`src/rtl/game_status_counter_pkg.sv`:
```
// Shared encodings and bar-scaling constants for the game status counter and the overlay.
// Pure declarations: no logic, no latency.
package game_status_counter_pkg;

    typedef enum logic [1:0] {
        ST_IDLE = 2'd0,
        ST_RUN  = 2'd1,
        ST_OVER = 2'd2
    } state_t;

    typedef enum logic {
        MODE_CLASSIC  = 1'b0,
        MODE_INFINITY = 1'b1
    } mode_t;

    // Overlay bar segment counts; the overlay scales its bars against these.
    localparam int HP_MAX   = 9;
    localparam int TIME_MAX = 18;

    localparam int HP_W   = 5;
    localparam int TIME_W = 6;

    // One counter update: simultaneous inc and dec cancel, inc saturates at
    // max_val before adding, dec never goes below zero.
    function automatic int step_count(
        input int   val,
        input logic inc,
        input logic dec,
        input int   max_val
    );
        int res;
        res = val;
        if (inc && !dec) begin
            if (val < max_val) begin
                res = val + 1;
            end
        end else if (dec && !inc) begin
            if (val >= 1) begin
                res = val - 1;
            end
        end
        return res;
    endfunction

endpackage

```
`src/rtl/game_status_counter_tick_prescaler.sv`:
```
// Free-running divider that emits a one-cycle tick every TICK_CYCLES enabled cycles.
// Tick is combinational from the registered count; clear has priority over enable; no backpressure.
module game_status_counter_tick_prescaler #(
    parameter int TICK_CYCLES = 100000000
) (
    input  logic clk,
    input  logic rst,
    input  logic clear,
    input  logic enable,
    output logic tick
);

    localparam int CW = (TICK_CYCLES > 1) ? $clog2(TICK_CYCLES) : 1;
    localparam logic [CW-1:0] LAST = CW'(TICK_CYCLES - 1);

    logic [CW-1:0] count;

    // Tick is not masked by clear: the final tick may be the very event
    // that causes the state change driving clear.
    assign tick = enable && (count == LAST);

    always_ff @(posedge clk or posedge rst) begin
        if (rst) begin
            count <= '0;
        end else if (clear) begin
            count <= '0;
        end else if (enable) begin
            if (count == LAST) begin
                count <= '0;
            end else begin
                count <= count + 1'b1;
            end
        end
    end

endmodule

```
`src/rtl/game_status_counter.sv`:
```
// Game mode / HP / countdown tracker feeding the overlay bars and the top-level mode controller.
// Every output is registered and reflects an input one cycle later; inputs are pulses, no backpressure.
module game_status_counter
    import game_status_counter_pkg::*;
#(
    parameter int HP_INIT     = 8,
    parameter int HP_MAX      = game_status_counter_pkg::HP_MAX,
    parameter int TIME_INIT   = 18,
    parameter int TIME_MAX    = game_status_counter_pkg::TIME_MAX,
    parameter int TICK_CYCLES = 100000000
) (
    input  logic              clk,
    input  logic              rst,
    input  logic              start,
    input  logic              mode_sel,
    input  logic              abort,
    input  logic              hit,
    input  logic              bonus,
    output logic              enable_game_classic,
    output logic              enable_game_infinity,
    output logic [HP_W-1:0]   HP_print,
    output logic [TIME_W-1:0] time_print,
    output logic              game_over,
    output logic              over_pulse
);

    state_t            state_q, state_d;
    mode_t             mode_q, mode_d;
    logic [HP_W-1:0]   hp_q, hp_d, hp_next;
    logic [TIME_W-1:0] time_q, time_d, time_next;
    logic              tick;
    logic              pre_clear;
    logic              pre_enable;

    assign pre_enable = (state_q == ST_RUN) && (mode_q == MODE_INFINITY);
    assign pre_clear  = (state_d != state_q);

    game_status_counter_tick_prescaler #(
        .TICK_CYCLES (TICK_CYCLES)
    ) u_prescaler (
        .clk    (clk),
        .rst    (rst),
        .clear  (pre_clear),
        .enable (pre_enable),
        .tick   (tick)
    );

    assign hp_next   = HP_W'(step_count(int'(hp_q), bonus, hit, HP_MAX));
    assign time_next = TIME_W'(step_count(int'(time_q), bonus, tick, TIME_MAX));

    always_comb begin
        state_d = state_q;
        mode_d  = mode_q;
        hp_d    = hp_q;
        time_d  = time_q;

        if (abort) begin
            state_d = ST_IDLE;
            hp_d    = '0;
            time_d  = '0;
        end else if (start && (state_q != ST_RUN)) begin
            state_d = ST_RUN;
            mode_d  = mode_t'(mode_sel);
            if (mode_sel) begin
                hp_d   = '0;
                time_d = TIME_W'(TIME_INIT);
            end else begin
                hp_d   = HP_W'(HP_INIT);
                time_d = '0;
            end
        end else if (state_q == ST_RUN) begin
            if (mode_q == MODE_CLASSIC) begin
                hp_d = hp_next;
                if (hp_next == '0) begin
                    state_d = ST_OVER;
                end
            end else begin
                time_d = time_next;
                if (time_next == '0) begin
                    state_d = ST_OVER;
                end
            end
        end
    end

    always_ff @(posedge clk or posedge rst) begin
        if (rst) begin
            state_q              <= ST_IDLE;
            mode_q               <= MODE_CLASSIC;
            hp_q                 <= '0;
            time_q               <= '0;
            enable_game_classic  <= 1'b0;
            enable_game_infinity <= 1'b0;
            game_over            <= 1'b0;
            over_pulse           <= 1'b0;
        end else begin
            state_q              <= state_d;
            mode_q               <= mode_d;
            hp_q                 <= hp_d;
            time_q               <= time_d;
            enable_game_classic  <= (state_d != ST_IDLE) && (mode_d == MODE_CLASSIC);
            enable_game_infinity <= (state_d != ST_IDLE) && (mode_d == MODE_INFINITY);
            game_over            <= (state_d == ST_OVER);
            over_pulse           <= (state_q == ST_RUN) && (state_d == ST_OVER);
        end
    end

    assign HP_print   = hp_q;
    assign time_print = time_q;

endmodule

```
`config.mk`:
```
export PLATFORM = sky130hd
export DESIGN_NAME = game_status_counter
export DESIGN_NICKNAME = d
export VERILOG_FILES = /design/src/rtl/game_status_counter_pkg.sv /design/src/rtl/game_status_counter_tick_prescaler.sv /design/src/rtl/game_status_counter.sv
export SDC_FILE = /design/constraint.sdc
export NUM_CORES = 1
export LEC_CHECK = 0
export BUFFER_PORTS_ARGS = -buffer_cell sky130_fd_sc_hd__buf_2
export CORE_MARGIN = 2
export CORE_UTILIZATION = 55
export CTS_BUF_LIST = sky130_fd_sc_hd__clkbuf_4
export CTS_CLUSTER_SIZE = 14
export DETAILED_ROUTE_END_ITERATION = 10
export PLACE_DENSITY = 0.77
export SYNTH_ARGS = -nofsm -noshare
export SYNTH_HDL_FRONTEND = slang
export SYNTH_HIERARCHICAL = 1
export SYNTH_SLANG_ARGS = --single-unit
```
`constraint.sdc`:
```
create_clock -name clk -period 3.94 [get_ports clk]
set_clock_uncertainty 0.05 [all_clocks]
set_input_delay 0.788 -clock clk [delete_from_list [all_inputs] [get_ports clk]]
set_output_delay 0.788 -clock clk [all_outputs]
set_load 0.01 [all_outputs]
```
==> results.md, run 1 <==
* Run status: complete, no violations
* Area of the mapped netlist at 3050 um2
* Count of flip-flops with a built-in enable after synthesis at 0
* Post-synthesis instance total at 340
* Number of CTS-inserted buffers at 5
* Count of different cell masters after synthesis at 73
* Height of the chip at around 78 um
* FFs w/ async S/R, synth at 100%
* Design Power at 1110 uW
* Synth-to-layout area growth at 19.3%
* Final HPWL DP at 5300 um
* Area of the die at 6150 um2
* Initial cell density of the core at 56.0%
* Routability-driven placement congestion ratio at 0.925
* Sequential cell area fraction in the yosys report at 37.0%
* Via count of the first global-routing pass at 2,685
* Startpoint types: register
* Global-route total usage across every layer at 25.6%
* Residual overflow from global routing at 0
* ANT nets after route at 0
* Clock Path Buffers at 2
* Fmax at 0.270 GHz
* Measured slew at the worst slew-check pin at 1.03 ns
* Wire length of the first global-routing pass at 12,700 um
* Number of endpoints with negative hold slack in the final report at 0
* Crit path kind: reg -> reg
* R2R Setup Slk at 0.24 ns
* Floorplan core area at 5440 um2
* Leakage power figure at 0.00159 uW
* Minimum period implied by the final worst setup slack at 3.70 ns
* Synthesis Warnings at 6
* Initial antenna violation count at 0
* Wirelength per Cell at roughly 16 um
* Maximum fanout along the worst path at 7
* Root buffer cell: clkbuf_4
* Number of nets in the finished design at about 410
* Number of maximum-capacitance constraint violations at 0
* Most common flop cell mapped by yosys: dfrtp_1
* Worst hold slack at about 0.47 ns
* Average vias per placed instance at 6.26
* Number of sinks handled by clock tree synthesis at 45
* Iteration-0 DRC Markers at around 230
* Area occupied by multi-input gates at 1830 um2
* VDD IR max at 0.202 mV
* Max-slew violation count at 0
* Die Span X at 78.4 um
* Cell Pwr Density at ~300 nW/um2
* Pin count of the biggest net entering global routing at 28
* DR pass1 iterations at 5
* Critical path required time at 4.20 ns
* Placement row count at 27
* FILL cells at 445
* TritonCTS clock tree: yes
* Worst r2r src: u_prescaler/count[5]
* Number of I/O pins at 22
* Vias after detailed routing at 2,948
* Clock-pin slew of the registers on the worst-case setup and hold paths at between 0.1 and 0.15 ns
* Rel. slew slack at 31.0%
* Arrival time at the worst endpoint at 3.96 ns
* Final setup violation count at 0
* Synth Net Count at 354
* PortBufs at 21
* Mean post-synth cell area at 8.96 um2
* Total wirelength of the detailed-routed design at 7530 um
* Number of H-tree levels at 2
* DRC violations left at 0
* Crit. Startpoint: u_prescaler/count[5]
* Area used by sequential logic in the layout at 1130 um2
* Crit path capture type: register
* Count of inserted antenna diode cells at 0
* Final worst path period share at ~94%
* #FFs+latches synth at 45
* Total of hold buffers inserted after clock tree synthesis at 0
* Worst min path class: in -> async
* Clk_lat worst skew at 0.38 ns
* Fraction of final layout cells sized beyond drive strength 1 at 27.6%
## Yosys cell counts (all sizes together), types with 2 or more instances
library cell | instances | area (um2)
a2111oi | 2 | 17.5
a211o | 2 | 17.5
a211oi | 6 | 50.1
a21oi | 26 | 138
a22oi | 5 | 37.5
a32o | 2 | 20.0
a41oi | 2 | 17.5
and2 | 3 | 20.0
and3 | 6 | 40.0
and4 | 5 | 47.6
buf | 9 | 57.6
clkbuf | 6 | 22.5
dfrtp | 45 | 1130
ha | 7 | 87.6
inv | 16 | 60.1
nand2 | 25 | 93.8
nand2b | 6 | 37.5
nand3 | 13 | 77.6
nand4 | 14 | 115
nor2 | 37 | 139
nor2b | 3 | 18.8
nor3 | 11 | 60.1
nor4 | 5 | 52.6
nor4b | 2 | 17.5
nor4bb | 2 | 20.0
o2111ai | 2 | 17.5
o211a | 2 | 20.0
o211ai | 3 | 22.5
o21ai | 11 | 55.1
o22ai | 2 | 12.5
o311ai | 2 | 17.5
o31ai | 8 | 65.1
or3 | 7 | 52.6
or4 | 9 | 75.1
xnor2 | 4 | 35.0
xor2 | 11 | 96.3
## layout make-up
class,count,area share [%]
Clock inverter,2,1.07
Timing Repair Buffer,66,12.2
Sequential cell,45,31.0
Tap cell,72,2.48
Inverter,16,1.65
Multi-Input combinational cell,264,50.4
Clock buffer,6,1.24
## state kept, by name, summed over array words and instances (netlist names)
signal,count
enable_game_classic,1
HP_print,5
state_q,2
time_print,6
mode_q,1
over_pulse,1
game_over,1
enable_game_infinity,1
u_prescaler/count,27
## routing by layer
metal,up-vias,part of all wire [%],global-route usage [%]
met5,-,0,0
met4,0,1.5,7.19
met3,11,5.4,4.14
met2,110,45,37.4
met1,1423,49,39.2
li1,1404,-,-
## worst max-delay path, stage by stage (launching register included)
cell and delay (ns):
dfrtp_1 0.40, and4_2 0.26, nand4_1 0.21, nor3_4 0.31, nand2_1 0.12, or4_1 0.48, a21oi_1 0.22, nand4_2 0.15
a2bb2oi_2 0.19, a21oi_2 0.23, o211a_4 0.25, nand3_4 0.11, or4_1 0.51, a21oi_1 0.15
## placed cells by master, fill, tap and decap left out, types with 4 or more instances in the layout
master,netlist,layout
xnor2_1,4,4
a22oi_1,5,5
xor2_1,11,11
nor3_1,10,9
nand2b_1,6,6
a21oi_1,24,23
ha_1,7,7
dfrtp_1,45,45
nand3_1,12,12
clkbuf_4,0,6
a211oi_1,5,4
buf_4,0,45
o31ai_1,7,7
nor2_1,37,37
or4_1,7,7
o21ai_0,10,10
nand4_1,11,11
and3_1,4,4
inv_1,16,14
nand2_1,25,25
buf_2,7,21
## report_power, final
part | switching (uW) | leakage, uW | internal, uW
logic | 169 | 0.000932 | 122
registers | 26.3 | 0.000616 | 486
clock network | 159 | 0.0000459 | 142
total | 355 | 0.00159 | 751
## timing repair
action | 4_1_cts | 5_1_grt
gates resized for setup | 1 | 6
pin swaps | 0 | 6
gates cloned | 0 | 0
setup endpoints to repair | 1 | 10
setup buffers | 0 | 10
## per-stage QoR
stage          TNS (ns)  instances  area (um2)  setup WS, ns  util (%)
5_1_grt        -0.00931        471        3630      -0.00931      66.8
6_report              0        471        3630         0.237      66.8
2_1_floorplan         0        340        3060        0.0525         -
4_1_cts               0        461        3520        0.0719      64.8
3_5_place_dp          0        453        3440        0.0363      63.2
3_3_place_gp          0        453        3440         0.106      63.2
## kinds of logic after synthesis
kind of cell / share of synthesized area [%]
simple gates: 30.0
compound gates: 20.6
flops: 37.0
buf+inv: 4.60
xor+xnor: 4.31
fa+ha+maj: 2.88
mux: 0.698
## path summary, 6_finish.rpt
kind                                         end  cells after the start
setup / recovery           u_prescaler/count[18]                     13
hold / removal                        state_q[1]                      2
setup reg to reg           u_prescaler/count[18]                     13
hold reg to reg             u_prescaler/count[6]                      2
max in group asynchronous  u_prescaler/count[13]                      2
min in group clk            u_prescaler/count[6]                      2
Power figures use the tool's default switching activity.
==> run 2: changes to the inputs <==
--- a/config.mk
+++ b/config.mk
@@ -11,8 +11,7 @@
 export CTS_BUF_LIST = sky130_fd_sc_hd__clkbuf_4
 export CTS_CLUSTER_SIZE = 14
 export DETAILED_ROUTE_END_ITERATION = 10
-export PLACE_DENSITY = 0.77
+export PLACE_DENSITY = 0.86
 export SYNTH_ARGS = -nofsm -noshare
 export SYNTH_HDL_FRONTEND = slang
-export SYNTH_HIERARCHICAL = 1
 export SYNTH_SLANG_ARGS = --single-unit
==> run 2 against run 1 <==
- clock power fell by 5%
- worst setup slack gained 0.50 ns
- first-iteration DRC count increased by 42%
- total power down 5.0%
- combinational power decreased by 11%
- via count is 2.1% lower
- clock-buffer cell count shrank 1
- final cell count decreased by 6.8%
- final area fell by 3.2%
- global-route usage fell by 2.1 points
- critical endpoint is now u_prescaler.count[7]
- largest cell class unchanged
==> results.md, run 2 <==
* Final HPWL DP at 5190 um (-2.0%)
* Post-synthesis instance total at 354 (+4.1%)
* Critical path cell sequence: inv_1 > ha_1 > nor4_4 > a211oi_1 > a311oi_1 > and3b_1 > nand2_1 > o31ai_4 > buf_4 > a2111oi_2
* Final worst path period share at 81.3% (-13 points)
* Total of hold buffers inserted after clock tree synthesis at 0 (unchanged)
* Clock Path Buffers at 2 (unchanged)
* Average vias per placed instance at 6.57 (+5.0%)
* Initial antenna violation count at 0 (unchanged)
* Startpoint types: register
* R2R Setup Slk at 0.74 ns (+0.50 ns)
* Largest cells by area after synthesis: dfrtp_1 34%, a2111oi_2 6.7%, a211oi_2 3.7%
* Number of nets in the finished design at 377 (-8.5%)
* Cell taking the most area after synthesis: dfrtp_1
* Floorplan core area at 5920 um2 (+8.9%)
* PortBufs at 21 (unchanged)
* Count of different cell masters after synthesis at 61 (-16%)
* Leading cell types by count after synthesis: 45 x dfrtp_1, 30 x nor2_1, 20 x nand3_1
* VDD IR max at 0.186 mV (-8.0%)
* Most common flop cell mapped by yosys: dfrtp_1
* Clk_lat worst skew at 0.36 ns (-0.02 ns)
* Max-slew violation count at 0 (unchanged)
* Rel. slew slack at 58.4% (+27 points)
* Delay of the slowest cell on the worst path at 0.63 ns (+0.12 ns)
* Area of the die at 6730 um2 (+9.5%)
* Setup Fix Bufs, Post-CTS at 0 (unchanged)
* Arrival time at the worst endpoint at 3.37 ns (-0.59 ns)
* Library cell contributing the largest single delay on the critical path: dfrtp_1
* Number of endpoints with negative hold slack in the final report at 0 (unchanged)
* Largest register FFs at 27 (unchanged)
* Count of flip-flops with a built-in enable after synthesis at 0 (unchanged)
* Critical path required time at 4.11 ns (-0.09 ns)
* Clock-pin slew of the registers on the worst-case setup and hold paths at 0.15 ns (about the same)
* Via count of the first global-routing pass at 2,592 (-3.5%)
* Placement row count at 28 (+3.7%)
* Synth Net Count at 368 (+4.0%)
* DRC violations left at 0 (unchanged)
* Height of the chip at 82.0 um (+4.6%)
* Worst min path class: in -> async
* Number of sinks handled by clock tree synthesis at 45 (unchanged)
* ANT nets after route at 0 (unchanged)
* DR pass1 iterations at 4 (-1)
* Pin count of the biggest net entering global routing at 46 (+64%)
* Final setup violation count at 0 (unchanged)
* Cell Pwr Density at 299 nW/um2 (-1.9%)
* End of the worst register-to-register path: u_prescaler.count[7]
* Initial cell density of the core at 56.6% (+0.58 points)
* Crit path kind: reg -> reg
* Synthesis Warnings at 0 (-6)
* Reg2Reg Depth at 10 (-3)
* #FFs+latches synth at 45 (unchanged)
* Maximum fanout along the worst path at 27 (+20)
* Worst r2r src: HP_print[1]
* RSZ-0062 raised after global routing: no
* Most common library cell in the layout ignoring fill and taps: dfrtp_1
* Run status: complete, no violations
* Number of H-tree levels at 2 (unchanged)
* Minimum period implied by the final worst setup slack at 3.20 ns (-0.498 ns)
* Fmax at 0.312 GHz (+16%)
* Global-route total usage across every layer at 23.5% (-2.1 points)
* Residual overflow from global routing at 0 (unchanged)
* Number of I/O pins at 22 (unchanged)
* FFs w/ async S/R, synth at 100% (unchanged)
* Number of CTS-inserted buffers at 5 (unchanged)
* Total wirelength of the detailed-routed design at 7570 um (+0.49%)
* FILL cells at 477 (+7.2%)
* Routability-driven placement congestion ratio at 0.885 (-4.4%)
* Highest-count cells in the layout ignoring fill and taps: 45 x dfrtp_1, 29 x nor2_1, 21 x buf_2, 20 x nand3_1
* Crit. Startpoint: HP_print[1]
* Setup TNS at 0 ns (unchanged)
* Wirelength per Cell at 17.2 um (+7.8%)
* Die Span X at 82.0 um (+4.6%)
* Area of the mapped netlist at 3350 um2 (+10%)
* Share of the synthesized area in the top cell type at 33.6% (-3.4 points)
* Wire length of the first global-routing pass at 12,400 um (-2.6%)
* Vias after detailed routing at 2,886 (-2.1%)
* Quantity of gates resized following cts at 0 (-1)
* Synth-to-layout area growth at 5.01%
* Biggest register: u_prescaler.count
* Fraction of final layout cells sized beyond drive strength 1 at 20.9% (-6.7 points)
* Most used standard cell by instance count after synthesis: dfrtp_1
* Crit path capture type: register
* TritonCTS clock tree: yes
* Root buffer cell: clkbuf_4
* Count of inserted antenna diode cells at 0 (unchanged)
* Number of maximum-capacitance constraint violations at 0 (unchanged)
* Core occupancy in the finished layout at 59.4% (-7.4 points)
* Leakage power figure at 0.00136 uW (-15%)
* Sequential cell area fraction in the yosys report at 33.6% (-3.4 points)
* Iteration-0 DRC Markers at 321 (+42%)
* Measured slew at the worst slew-check pin at 0.618 ns (-0.415 ns)
* Mean post-synth cell area at 9.46 um2 (+5.6%)
## run 2: cell types whose count changed after synthesis, sizes merged, moves of 9 or more
cell     previous run  this run
a21oi              26        16
xnor2               4        13
nand2              25        16
a211oi              6        17
a2111oi             2        15
## run 2: cell families after synthesis
kind of cell,share of synthesized area (%)
AO/OA/AOI/OAI,23.5
flip-flops,33.6
AND/OR/NAND/NOR,25.0
adder cells (fa/ha/maj),2.61
buffers and inverters,6.28
multiplexers,2.17
XOR/XNOR,6.80
## run 2: area by class of cell
| cell class | count | area [um2] | area share, % |
|---|---|---|---|
| Multi-Input combinational cell | 271 | 2020 | 57.3 |
| Sequential cell | 45 | 1130 | 32.0 |
| Timing Repair Buffer | 28 | 158 | 4.48 |
| Tap cell | 75 | 93.8 | 2.67 |
| Inverter | 12 | 45.0 | 1.28 |
| Clock inverter | 3 | 41.3 | 1.17 |
| Clock buffer | 5 | 37.5 | 1.07 |
## run 2: how the worst max path moves through the flow
stage | endpoint | cells past startpoint
after floorplan | u_prescaler.count[1] | 11
after CTS | u_prescaler.count[7] | 10
after global placement | u_prescaler.count[20] | 9
after global routing | u_prescaler.count[22] | 10
final | u_prescaler.count[7] | 10
after detailed placement | u_prescaler.count[14] | 9
## run 2: report_power, final
group | internal [uW] | total (uW) | switching [uW]
logic | 90.8 | 260 | 169
clock network | 132 | 286 | 155
registers | 477 | 504 | 26.9
total | 699 | 1050 | 351
## run 2: routing by layer
metal | track usage [%] | wire length [um]
met1 | 31.2 | 3320
met2 | 39.5 | 3750
met3 | 4.29 | 407
met4 | 5.83 | 93
met5 | 0 | 0
## run 2: through the flow
stage	total power, uW	setup slack (ns)	hold slack [ns]	instances	area, um2
after detailed placement	770	0.725	0.518	431	3440
final	1050	0.735	0.496	439	3520
after global routing	1100	0.519	0.530	439	3520
after global placement	764	0.813	0.521	431	3440
after floorplan	721	1.14	0.500	354	3350
after CTS	1050	0.753	0.503	439	3520
## run 2: critical path: cells and delay by family, from the launching register on
kind / cells / cell delay [ns]
AO/OA/AOI/OAI: 4 / 0.86
buffers and inverters: 2 / 0.57
adder cells (fa/ha/maj): 1 / 0.25
AND/OR/NAND/NOR: 3 / 0.69
flip-flops: 1 / 0.63
